`src/rtl/hazard_scoreboard_pkg.sv`:
```
// hazard_scoreboard_pkg: shared forwarding encodings, FSM states and default latencies
package hazard_scoreboard_pkg;
  localparam int FWD_RF = 0;
  localparam int LAT_ALU = 1;
  localparam int LAT_LOAD = 2;
  typedef enum logic {RUN, FLUSH} state_t;
endpackage

```
`src/rtl/hazard_scoreboard_sb_entry.sv`:
```
// sb_entry: one register's pending-latency and bypass-residency counters
module sb_entry
  import hazard_scoreboard_pkg::*;
#(
  parameter int LW = 3,
  parameter int BW = 2,
  parameter int NUM_BYP = 2
)(
  input  logic          clk,
  input  logic          rst,
  input  logic          hold,
  input  logic          load,
  input  logic [LW-1:0] lat,
  output logic [LW-1:0] pend,
  output logic [BW-1:0] age
);
  always_ff @(posedge clk) begin
    if (rst) begin
      pend <= '0;
      age <= '0;
    end else if (load) begin
      pend <= lat;
      age <= '0;
    end else if (!hold) begin
      if (pend > LW'(1)) pend <= pend - LW'(1);
      else if (pend == LW'(1)) begin
        pend <= '0;
        age <= BW'(NUM_BYP);
      end else if (age != '0) age <= age - BW'(1);
    end
  end
endmodule

```
`src/rtl/hazard_scoreboard.sv`:
```
// hazard_scoreboard: issue-stage RAW/WAW interlock, bypass select and redirect flush control
module hazard_scoreboard
  import hazard_scoreboard_pkg::*;
#(
  parameter int REG_AW = 5,
  parameter int MAX_LAT = 4,
  parameter int NUM_BYP = 2,
  parameter int FLUSH_CYCLES = 2,
  localparam int NREG = 2**REG_AW,
  localparam int LW = $clog2(MAX_LAT+1),
  localparam int BW = $clog2(NUM_BYP+1)
)(
  input  logic              clk,
  input  logic              rst,
  input  logic              issue_valid,
  input  logic              issue_we,
  input  logic [REG_AW-1:0] issue_rd,
  input  logic [LW-1:0]     issue_lat,
  input  logic [REG_AW-1:0] issue_rs1,
  input  logic [REG_AW-1:0] issue_rs2,
  input  logic              use_rs1,
  input  logic              use_rs2,
  input  logic              ext_stall,
  input  logic              redirect,
  output logic              stall,
  output logic              flush,
  output logic [BW-1:0]     fwd_a,
  output logic [BW-1:0]     fwd_b,
  output logic [31:0]       stall_cnt
);
  localparam int FW = $clog2(FLUSH_CYCLES+1);
  logic [LW-1:0] pend [NREG];
  logic [BW-1:0] age [NREG];
  state_t state, state_n;
  logic [FW-1:0] fcnt, fcnt_n;
  logic raw, waw, fire;
  function automatic logic [BW-1:0] fwd_of(input logic [LW-1:0] p, input logic [BW-1:0] a);
    return (a != '0 && p == '0) ? BW'(NUM_BYP + 1) - a : BW'(FWD_RF);
  endfunction
  assign pend[0] = '0;
  assign age[0] = '0;
  for (genvar r = 1; r < NREG; r++) begin : g_e
    sb_entry #(.LW(LW), .BW(BW), .NUM_BYP(NUM_BYP)) u_e (
      .clk(clk),
      .rst(rst),
      .hold(ext_stall),
      .load(fire && issue_we && issue_rd == REG_AW'(r)),
      .lat(issue_lat),
      .pend(pend[r]),
      .age(age[r])
    );
  end
  assign raw = (use_rs1 && pend[issue_rs1] != '0) || (use_rs2 && pend[issue_rs2] != '0);
  assign waw = issue_we && issue_rd != '0 && pend[issue_rd] >= issue_lat;
  assign stall = ext_stall | raw | waw;
  assign flush = state == FLUSH;
  assign fire = issue_valid & ~stall & ~flush;
  assign fwd_a = fwd_of(pend[issue_rs1], age[issue_rs1]);
  assign fwd_b = fwd_of(pend[issue_rs2], age[issue_rs2]);
  always_comb begin
    state_n = state;
    fcnt_n = fcnt;
    if (redirect) begin
      state_n = FLUSH;
      fcnt_n = FW'(FLUSH_CYCLES);
    end else if (state == FLUSH && !ext_stall) begin
      fcnt_n = fcnt - FW'(1);
      state_n = fcnt == FW'(1) ? RUN : FLUSH;
    end
  end
  always_ff @(posedge clk) begin
    if (rst) begin
      state <= RUN;
      fcnt <= '0;
      stall_cnt <= '0;
    end else begin
      state <= state_n;
      fcnt <= fcnt_n;
      if (stall && stall_cnt != '1) stall_cnt <= stall_cnt + 32'd1;
    end
  end
  a_lat_legal: assert property (@(posedge clk) disable iff (rst)
    (issue_valid && issue_we) |-> (issue_lat >= LW'(1) && int'(issue_lat) <= MAX_LAT));
endmodule

```
`config.mk`:
```
export PLATFORM = sky130hd
export DESIGN_NAME = hazard_scoreboard
export DESIGN_NICKNAME = d
export VERILOG_FILES = /design/src/rtl/hazard_scoreboard_pkg.sv /design/src/rtl/hazard_scoreboard_sb_entry.sv /design/src/rtl/hazard_scoreboard.sv
export SDC_FILE = /design/constraint.sdc
export NUM_CORES = 1
export LEC_CHECK = 0
export ABC_AREA = 1
export BUFFER_PORTS_ARGS = -buffer_cell sky130_fd_sc_hd__buf_2
export CAP_MARGIN = 40
export CORE_MARGIN = 2
export CORE_UTILIZATION = 40
export CTS_CLUSTER_DIAMETER = 60
export CTS_CLUSTER_SIZE = 14
export DETAILED_ROUTE_END_ITERATION = 12
export GPL_TIMING_DRIVEN = 0
export PLACE_DENSITY_LB_ADDON = 0.05
export RECOVER_POWER = 25
export SYNTH_ARGS = -nofsm -noshare
export SYNTH_HDL_FRONTEND = slang
export SYNTH_SLANG_ARGS = --single-unit
```
`constraint.sdc`:
```
create_clock -name clk -period 5.55 [get_ports clk]
set_input_delay 0.2775 -clock clk [delete_from_list [all_inputs] [get_ports clk]]
set_output_delay 0.2775 -clock clk [all_outputs]
set_load 0.02 [all_outputs]
```
-- Word level (Yosys, flattened, before mapping)
Cells that the tools add are included.
Widths: inputs -> output; s select.
- register bits: 190
- output and inout bits: 38
- word-level logic and storage cells: 748
- add/sub/neg operators: 66
- magnitude comparators: 35
- eq/ne operators: 95
- multiplexer cells: 208
- bitwise operators: 41
- reductions and logical operators: 237
- operators with widths (kind ; count):
    $mux 3 ; 130
    $mux 2 ; 70
    $reduce_bool 2->1 ; 65
    $reduce_bool 3->1 ; 33
    $eq 3x1->1 const B ; 31
    $gt 3x1->1 const B ; 31
    $reduce_and 3->1 ; 31
    $sub 3x1->3 const B ; 31
    $eq 5x5->1 const B ; 16
    $reduce_or 2->1 ; 32
    $sub 2x1->2 const B ; 32
    $ne 2x1->1 const B ; 31
    $reduce_and 2->1 ; 31
    $bmux 3 s5 ; 3
    $eq 5x4->1 const B ; 8
    $logic_and 1x1->1 ; 40
    $not 1->1 ; 34
    $add 32x1->32 const B ; 1
    $ne 32x32->1 const B ; 1
    $bmux 2 s5 ; 2
    $eq 5x3->1 const B ; 4
    $ge 6x6->1 const B ; 3
    $not 5->6 ; 3
    $eq 5x2->1 const B ; 2
    11 further kinds ; 17

-- Logic depth before layout (Yosys ltp)
Gate-level depths: netlist of the first run.
- depth after elaboration: 16
- gate-level depth with buffers: 22
- gate-level depth less buffers: 20

-- By module
From an unflattened synthesis of the first run, not the netlist that was laid out.
- cell total of the unflattened synthesis: 3162
- area total of the unflattened synthesis: 18431.4 µm²
- by module, submodules not included (module ; times used ; cells an instance ; area an instance (µm²) ; sequential area each (µm²)):
    sb_entry (g_e[10].u_e ...) ; 18 ; 66 ; 426.7 ; 100.1
    hazard_scoreboard ; 1 ; 1155 ; 5806.8 ; 700.7
    sb_entry (g_e[27].u_e ...) ; 13 ; 63 ; 380.4 ; 100.1

-- Worst setup path after synthesis of the first run
Ideal clock, no wire load.
- path type: in2reg
- start: input port issue_rd[1]
- end: register g_e[30].u_e.pend[0]
- arrival: 3282 ps
- required time: 5422 ps
- setup slack: 2141 ps
- stages: 20
- cells stage by stage: clkbuf_1 nor2_1 inv_1 clkbuf_1 clkbuf_1 o22ai_1 a2111oi_0 a31oi_1 ha_1 nand3_1 o211ai_1 a31oi_1 nand2_1 nor2_8 buf_6 nand3_2 nand2_1 nor2_1 nor2_1 nor2_1
- longest elaborated chain between the ends: 14
- elaborated cells between the ends (all ways): 19
- ends and longest elaborated chain (item ; line ; text):
    start: declaration ; hazard_scoreboard.sv:17 ; input logic [REG_AW-1:0] issue_rd,
    $not 5->6 (implied by the code) ; hazard_scoreboard.sv:54 ; assign waw = issue_we && issue_rd != '0 && pend[issue_rd] >= issue_lat;
    $bmux 3 s5 ; hazard_scoreboard.sv:54 ;
    $mux 3 (implied by the code) (2 in series) ; hazard_scoreboard.sv:54 ;
    $ge 3x3->1 ; hazard_scoreboard.sv:54 ;
    $logic_and 1x1->1 ; hazard_scoreboard.sv:54 ;
    $or 1x1->1 ; hazard_scoreboard.sv:55 ; assign stall = ext_stall | raw | waw;
    $not 1->1 ; hazard_scoreboard.sv:57 ; assign fire = issue_valid & ~stall & ~flush;
    $and 1x1->1 (2 in series) ; hazard_scoreboard.sv:57 ;
    $logic_and 1x1->1 ; hazard_scoreboard.sv:47 ; .load(fire && issue_we && issue_rd == REG_AW'(r)),
    $logic_and 1x1->1 * ; hazard_scoreboard.sv:47 ;
    $ne 2x1->1 (no source line) or $reduce_bool 3->1 (tied branches) ; - ;
    $reduce_and 2->1 (no source line) ; - ;
    end signal: assignment ; hazard_scoreboard_sb_entry.sv:22 ; pend <= lat;
    end signal: assignment ; hazard_scoreboard_sb_entry.sv:25 ; if (pend > LW'(1)) pend <= pend - LW'(1);
    end: declaration ; hazard_scoreboard_sb_entry.sv:14 ; output logic [LW-1:0] pend,
Every way passes the cells marked *; elsewhere a longest branch is shown, timed or not. The select of a mux whose other input is x is not followed.
A chain may end at the register's enable or synchronous reset.

-- Worst setup path in the final report of the first run
- start: input port issue_rd[1]
- end: register stall_cnt[7]
- longest elaborated chain between the ends: 8
- elaborated cells between the ends (all ways): 10
- ends and longest elaborated chain (item ; line ; text):
    $not 5->6 (implied by the code) ; hazard_scoreboard.sv:54 ;
    $bmux 3 s5 ; hazard_scoreboard.sv:54 ;
    $mux 3 (implied by the code) (2 in series) ; hazard_scoreboard.sv:54 ;
    $ge 3x3->1 ; hazard_scoreboard.sv:54 ;
    $logic_and 1x1->1 * ; hazard_scoreboard.sv:54 ;
    $or 1x1->1 * ; hazard_scoreboard.sv:55 ;
    $logic_and 1x1->1 * ; hazard_scoreboard.sv:79 ; if (stall && stall_cnt != '1) stall_cnt <= stall_cnt + 32'd1;
    end signal: assignment ; hazard_scoreboard.sv:79 ;
    end: declaration ; hazard_scoreboard.sv:29 ; output logic [31:0] stall_cnt
Marked as above.

==> results of run 1 <==
-- cell usage after synthesis (all sizes together) --
library cell,n,share of area (%)
a2111oi,1,0.056
a211oi,45,2.1
a21oi,122,4.0
a221oi,7,0.39
a22oi,5,0.24
a2bb2oi,1,0.056
a31oi,5,0.20
and3,11,0.44
buf,54,2.2
clkbuf,59,1.4
dfxtp,190,24
ha,98,7.8
inv,336,8.0
nand2,552,13
nand3,190,6.9
nand3b,6,0.29
nand4,102,4.1
nor2,480,12
nor3,37,1.2
nor3b,2,0.13
nor4,10,0.44
o2111a,15,1.1
o2111ai,1,0.056
o211a,1,0.064
o211ai,7,0.33
o21ai,141,4.5
o221ai,9,0.50
o22ai,38,1.5
o311ai,1,0.056
o32ai,1,0.056
xnor2,33,1.8
xor2,19,1.1
-- cell type report --
class	instances	area share [%]
clock buffers	21	2.58
plain buffers	113	3.25
clock inverters	11	0.883
well taps	518	3.72
flip-flops and latches	190	21.8
repair buffers	76	2.76
inverters	336	7.25
multi-input cells	1940	57.7
-- worst paths after layout --
kind,from,to,depth (start not counted)
max reg2reg,g_e[14].u_e.pend[1],stall_cnt[7],16
max,issue_rd[1],stall_cnt[7],20
min reg2reg,flush,flush,2
min,redirect,flush,3
-- per-stage QoR --
step | utilization, % | power, mW
after floorplan | - | 2.88
after CTS | 45.2 | 4.87
after global routing | 45.0 | 5.21
final | 45.0 | 4.92
after detailed placement | 43.6 | 3.49
after global placement | 43.0 | 3.45
-- kinds of logic after synthesis --
kind of cell | synth area share (%)
AOI/OAI and AO/OA | 15.2
and+or+nand+nor | 38.3
xor gates and xnor gates | 2.90
adders and majority gates | 7.80
buffers and inverters | 11.7
DFF | 24.2
-- critical path, delay by kind of cell --
kind	cells	cell delay, ns
AO/OA/AOI/OAI	6	1.86
AND/OR/NAND/NOR	6	1.04
adder cells (fa/ha/maj)	1	0.37
buffers and inverters	7	2.37
-- power breakdown --
part           internal, mW  total (mW)  switching (mW)
registers              1.54        1.72           0.185
clock network         0.725        1.37           0.646
logic                 0.597        1.83            1.23
-- flip-flops by register name, summed over array words and instances, names as in the netlist --
register	flops
stall_cnt	32
g_e.u_e.pend	93
fcnt	2
g_e.u_e.age	62
flush	1
-- placed cells by master, fill, tap and decap left out, types with 20 or more instances in the layout --
master | netlist | final
xnor2_1 | 33 | 33
nor3_1 | 37 | 37
a211oi_1 | 45 | 45
a21oi_1 | 121 | 121
buf_1 | 22 | 20
nand3_1 | 162 | 166
o22ai_1 | 38 | 38
buf_6 | 14 | 22
buf_2 | 9 | 30
nand4_1 | 102 | 102
o21ai_0 | 139 | 139
nor2_1 | 478 | 479
nand2_1 | 549 | 550
nand3_2 | 28 | 24
clkbuf_1 | 59 | 102
inv_1 | 326 | 327
dfxtp_1 | 190 | 190
ha_1 | 98 | 98
-- per-layer routing --
metal / vias up / track usage [%] / wire length [µm]
met5: - / 0 / 14
met4: 2 / 19.4 / 4190
met3: 206 / 12.4 / 9220
met2: 1054 / 56.8 / 32700
met1: 8627 / 52.1 / 34200
li1: 8687 / - / -
==> summary.md, run 1 <==
| Metric | Value |
|---|---|
| Vias in the first global route | `17.1k` |
| RSZ-0062 raised after global routing | `false` |
| Post-cts sizing count | `0` |
| Initial DRT Pass Iterations | `6` |
| Die ar. | `0.0409 mm²` |
| Fin crit share | `99.2%` |
| Clock-pin slew of the registers on the worst-case setup and hold paths | `0.08 ns` |
| Initial detailed-routing violation count | `2,276` |
| Post-CTS setup buffers | `0` |
| CTS max path bufs | `2` |
| Element type at the critical path end | `register` |
| Final cell count without fillers | `3,205` |
| Via count | `18.6k` |
| Slowest stage delay, CP | `0.84 ns` |
| Storage element area | `0.00380 mm²` |
| Final instance area | `0.0174 mm²` |
| # IOs | `64` |
| Net Count, Synth | `2,703` |
| CP dominant cell by count | `clkbuf_1` |
| Endpoints failing hold | `0` |
| CP max stage cell | `a2111oi_0` |
| # setup viols final | `0` |
| Clock skew | `0.0153 ns` |
| Final HPWL DP | `63.2 mm` |
| Dpl ws | `-0.0885 ns` |
| CTS root buffer | `clkbuf_16` |
| Setup TNS | `0 ns` |
| WHS | `0.0577 ns` |
| Share of cells above drive strength 1 | `5.14%` |
| Area post-placement | `0.0169 mm²` |
| P_leak | `7.64 nW` |
| Status | `complete, no violations` |
| Initial core utilization | `40.6%` |
| Post-Synthesis Cells | `2,579` |
| Port-buffer cells | `57` |
| Initial antenna violation count | `1` |
| Gr ovfl total | `0` |
| # placed instances | `3,173` |
| Max FO, Critical Path | `10` |
| Global-route usage over all layers | `39.1%` |
| CTS Sinks | `190` |
| Largest net degree at the start of global routing | `17` |
| Flops & latches, synth | `190` |
| DRC | `0` |
| Via density | `5.80` |
| YS warnings | `0` |
| Max-Cap Viols | `0` |
| CP Class | `in2reg` |
| Gpl congestion | `1.05` |
| Routed Antenna Nets | `0` |
| Cts hold-fix bufs | `0` |
| Area Overhead vs Synth | `10.8%` |
| WP data arrival | `5.94 ns` |
| Chip height | `202 µm` |
| Kind of start point of the critical path | `input pin` |
| Core area | `0.0387 mm²` |
| Seq/Total Area, Yosys | `24.2%` |
| Routed WL | `80.4 mm` |
| Global-route wire length before repair | `116 mm` |
| Row cnt | `72` |
| CTS H-tree lvls | `4` |
| CTS tree | `done` |
| Worst EP required | `5.98 ns` |
| Chip width | `202 µm` |
| Antenna Cells | `0` |
| Fin nets | `2,798` |
| Pwr dens | `282 mW/mm²` |
| Wirelength per Cell | `25.1 µm` |
| Fillers | `4,315` |
| Multi-input logic area | `0.0101 mm²` |
| Fmax | `0.182 GHz` |
| Skew-Pair Late Insertion Delay | `0.52 ns` |
| Rel. slew slack | `17.6%` |
| Worst-Margin Slew | `1.23 ns` |
| Num CTS Buffers | `17` |
| Cell variety after synth | `45` |
| Slew Limit Fails | `0` |
| VDD IR-drop max | `246 µV` |
| Reg2reg setup slack | `1.17 ns` |
| CP Cell Sequence | `clkbuf_1 -> nor2_1 -> inv_1 -> clkbuf_1 -> clkbuf_1 -> o22ai_1 -> a2111oi_0 -> a31oi_1 -> ha_1 -> nand3_1 -> o211ai_1 -> a31oi_1 -> nand2_1 -> nor2_8 -> inv_2 -> nand2_1 -> clkbuf_1 -> buf_4 -> nand2_1 -> a21oi_1` |
| Final worst slack | `0.0463 ns` |
| Post-Syn Area per Cell | `6.10 µm²` |
| Min-delay worst type | `in2reg` |
| Post-Syn Area | `0.0157 mm²` |
| Min Tclk post-route | `5.50 ns` |
(Power assumes the default switching activity.)
==> run 2, diff against run 1 <==
- CTS_BUF_LIST: default -> sky130_fd_sc_hd__clkbuf_4 sky130_fd_sc_hd__clkbuf_8 sky130_fd_sc_hd__clkbuf_16
==> run 2 against run 1 <==
  * Power increased by 0.45%
  * Clock-buffer cell count unchanged
  * Largest cell class unchanged
  * Sequential share of layout area about the same
  * Register-to-register slack got worse by 0.07 ns
  * Die area did not move
  * Critical path type unchanged
  * Final area barely moved
  * Flip-flop and latch count stayed put
  * Core utilization about the same
  * Setup slack lost 0.030 ns
  * Sequential power barely moved
  * Hold slack about the same
  * Maximum frequency decreased by 0.54%
==> summary.md, run 2 (same netlist as run 1, synthesis figures left out) <==
| Metric | Value |
|---|---|
| # IOs | `64` |
| CP dominant cell by count | `clkbuf_1` |
| Clock skew | `0.0170 ns` |
| Reg2reg setup slack | `1.10 ns` |
| Final instance area | `0.0174 mm²` |
| Gr ovfl total | `0` |
| # setup viols final | `0` |
| Routed Antenna Nets | `0` |
| CTS Sinks | `190` |
| CP max stage cell | `a2111oi_0` |
| Max reg flops | `93` |
| Min Tclk post-route | `5.53 ns` |
| Sw frac | `41.9%` |
| Combinational Power Share | `37.0%` |
| Slew Limit Fails | `0` |
| Fmax | `0.181 GHz` |
| Gpl congestion | `1.05` |
| Share of cells above drive strength 1 | `5.25%` |
| DRC | `0` |
| Post-CTS setup buffers | `0` |
| Chip width | `202 µm` |
| Antenna Cells | `0` |
| Final HPWL DP | `63.2 mm` |
| Clk pwr share | `28.2%` |
| Post-cts sizing count | `0` |
| Vias in the first global route | `17.1k` |
| Endpoints failing hold | `0` |
| Sw power | `2.07 mW` |
| Num CTS Buffers | `17` |
| Power Internal | `2.87 mW` |
| Fin util | `45.0%` |
| Skew-Pair Late Insertion Delay | `0.52 ns` |
| Clock-pin slew of the registers on the worst-case setup and hold paths | `0.08 ns` |
| Most flop-heavy register | `g_e.u_e.pend` |
| CTS max path bufs | `2` |
| Initial antenna violation count | `1` |
| Element type at the critical path end | `register` |
| Routed WL | `80.6 mm` |
| WP data arrival | `5.97 ns` |
| Power share of the sequential group | `34.8%` |
| Hold depth | `3` |
| CP Cell Sequence | `clkbuf_1 -> nor2_1 -> inv_1 -> clkbuf_1 -> clkbuf_1 -> o22ai_1 -> a2111oi_0 -> a31oi_1 -> ha_1 -> nand3_1 -> o211ai_1 -> a31oi_1 -> nand2_1 -> nor2_8 -> inv_2 -> nand2_1 -> clkbuf_1 -> buf_4 -> nand2_1 -> a21oi_1` |
| Via density | `5.79` |
| Top Registers | `g_e.u_e.pend x93, g_e.u_e.age x62, stall_cnt x32` |
| # placed instances | `3,173` |
| CTS H-tree lvls | `4` |
| Reg2reg start | `g_e[14].u_e.pend[1]` |
| Fin nets | `2,798` |
| Kind of start point of the critical path | `input pin` |
| Chip height | `202 µm` |
| Slowest stage delay, CP | `0.86 ns` |
| Commonest cells after routing, fill and taps aside | `nand2_1, nor2_1, inv_1, dfxtp_1, nand3_1` |
| RSZ-0062 raised after global routing | `false` |
| Area post-placement | `0.0169 mm²` |
| R2r endpoint | `stall_cnt[7]` |
| CTS root buffer | `clkbuf_16` |
| Kind of cell adding the most delay to the critical path | `buffers and inverters` |
| Die ar. | `0.0409 mm²` |
| Row cnt | `72` |
| Initial core utilization | `40.6%` |
| Rel. slew slack | `18.1%` |
| Initial DRT Pass Iterations | `8` |
| Crit path launch | `issue_rd[1]` |
| Worst-Margin Slew | `1.22 ns` |
| Fin crit share | `99.7%` |
| Via count | `18.5k` |
| Commonest non-fill, non-tap cell in the layout | `nand2_1` |
| Worst EP required | `5.98 ns` |
| Area Overhead vs Synth | `10.9%` |
| Design Power | `4.94 mW` |
| Global-route wire length before repair | `116 mm` |
| Min-delay src | `redirect` |
| Pwr dens | `283 mW/mm²` |
| Largest net degree at the start of global routing | `17` |
| Initial detailed-routing violation count | `2,280` |
| Global-route usage over all layers | `39.1%` |
| Wirelength per Cell | `25.1 µm` |
| Final cell count without fillers | `3,205` |
| R2R cell count | `16` |
| WP buf/inv | `7` |
| Core area | `0.0387 mm²` |
| Status | `complete, no violations` |
| CTS tree | `done` |
| Min-delay worst type | `in2reg` |
| Max FO, Critical Path | `10` |
| P_leak | `7.65 nW` |
| Cts hold-fix bufs | `0` |
| CP Class | `in2reg` |
| Hold endpoint | `flush` |
| Max-Cap Viols | `0` |
| VDD IR-drop max | `247 µV` |
| Port-buffer cells | `57` |
run 2: cell counts in the layout (fill, tap and decap cells not counted):
No cell type changed its count.
run 2: stage by stage:
stage                     setup WS (ns)  setup TNS (ns)  hold WS [ns]
after CTS                         0.431               0        0.0363
after floorplan                    2.14               0         0.450
final                            0.0163               0        0.0575
after global routing             0.0987               0        0.0737
after detailed placement        -0.0885           -1.04         0.470
after global placement           -0.164           -3.09         0.464
run 2: worst max path at each step:
stage / end / slack [ns] / cells past startpoint
2_1_floorplan: g_e[30].u_e.pend[0] / 2.14 / 20
4_1_cts: g_e[29].u_e.pend[2] / 0.43 / 20
5_1_grt: stall_cnt[8] / 0.1 / 20
6_report: stall_cnt[7] / 0.02 / 20
3_5_place_dp: g_e[30].u_e.pend[0] / -0.09 / 20
3_3_place_gp: g_e[30].u_e.pend[2] / -0.16 / 20
run 2: worst reg2reg max path, stage by stage (launching register included):
cell	delay (ns)
dfxtp_1	0.39
inv_1	0.17
o22ai_1	0.18
a2111oi_0	0.82
a31oi_1	0.29
ha_1	0.38
nand3_1	0.09
o211ai_1	0.13
a31oi_1	0.37
nand2_1	0.22
nor2_8	0.31
inv_2	0.08
nand2_1	0.08
clkbuf_1	0.40
buf_4	0.27
nand2_1	0.07
a21oi_1	0.14
run 2: power groups by stage:
stage | Combinational, mW | Clock, mW | Sequential (mW)
floorplan | 1.21 | 0 | 1.67
global placement | 1.71 | 0 | 1.74
detailed placement | 1.75 | 0 | 1.74
CTS | 1.77 | 1.41 | 1.71
global route | 2.02 | 1.46 | 1.74
finish | 1.83 | 1.39 | 1.72
run 2: cell type report:
cell class / instances / area, µm²
plain buffers: 113 / 567
clock buffers: 21 / 462
clock inverters: 11 / 154
fillers: 4316 / 21300
inverters: 336 / 1260
multi-input cells: 1940 / 10100
flip-flops and latches: 190 / 3800
well taps: 518 / 648
repair buffers: 76 / 480
run 2: per-layer routing:
| layer | wire length (µm) | global-route usage (%) | vias up | part of all wire [%] |
|---|---|---|---|---|
| met4 | 4180 | 19.4 | 2 | 5.2 |
| met2 | 32700 | 56.8 | 1018 | 41 |
| met5 | 14 | 0 | - | 0.017 |
| met1 | 34500 | 52.1 | 8632 | 43 |
| li1 | - | - | 8680 | - |
| met3 | 9170 | 12.4 | 210 | 11 |
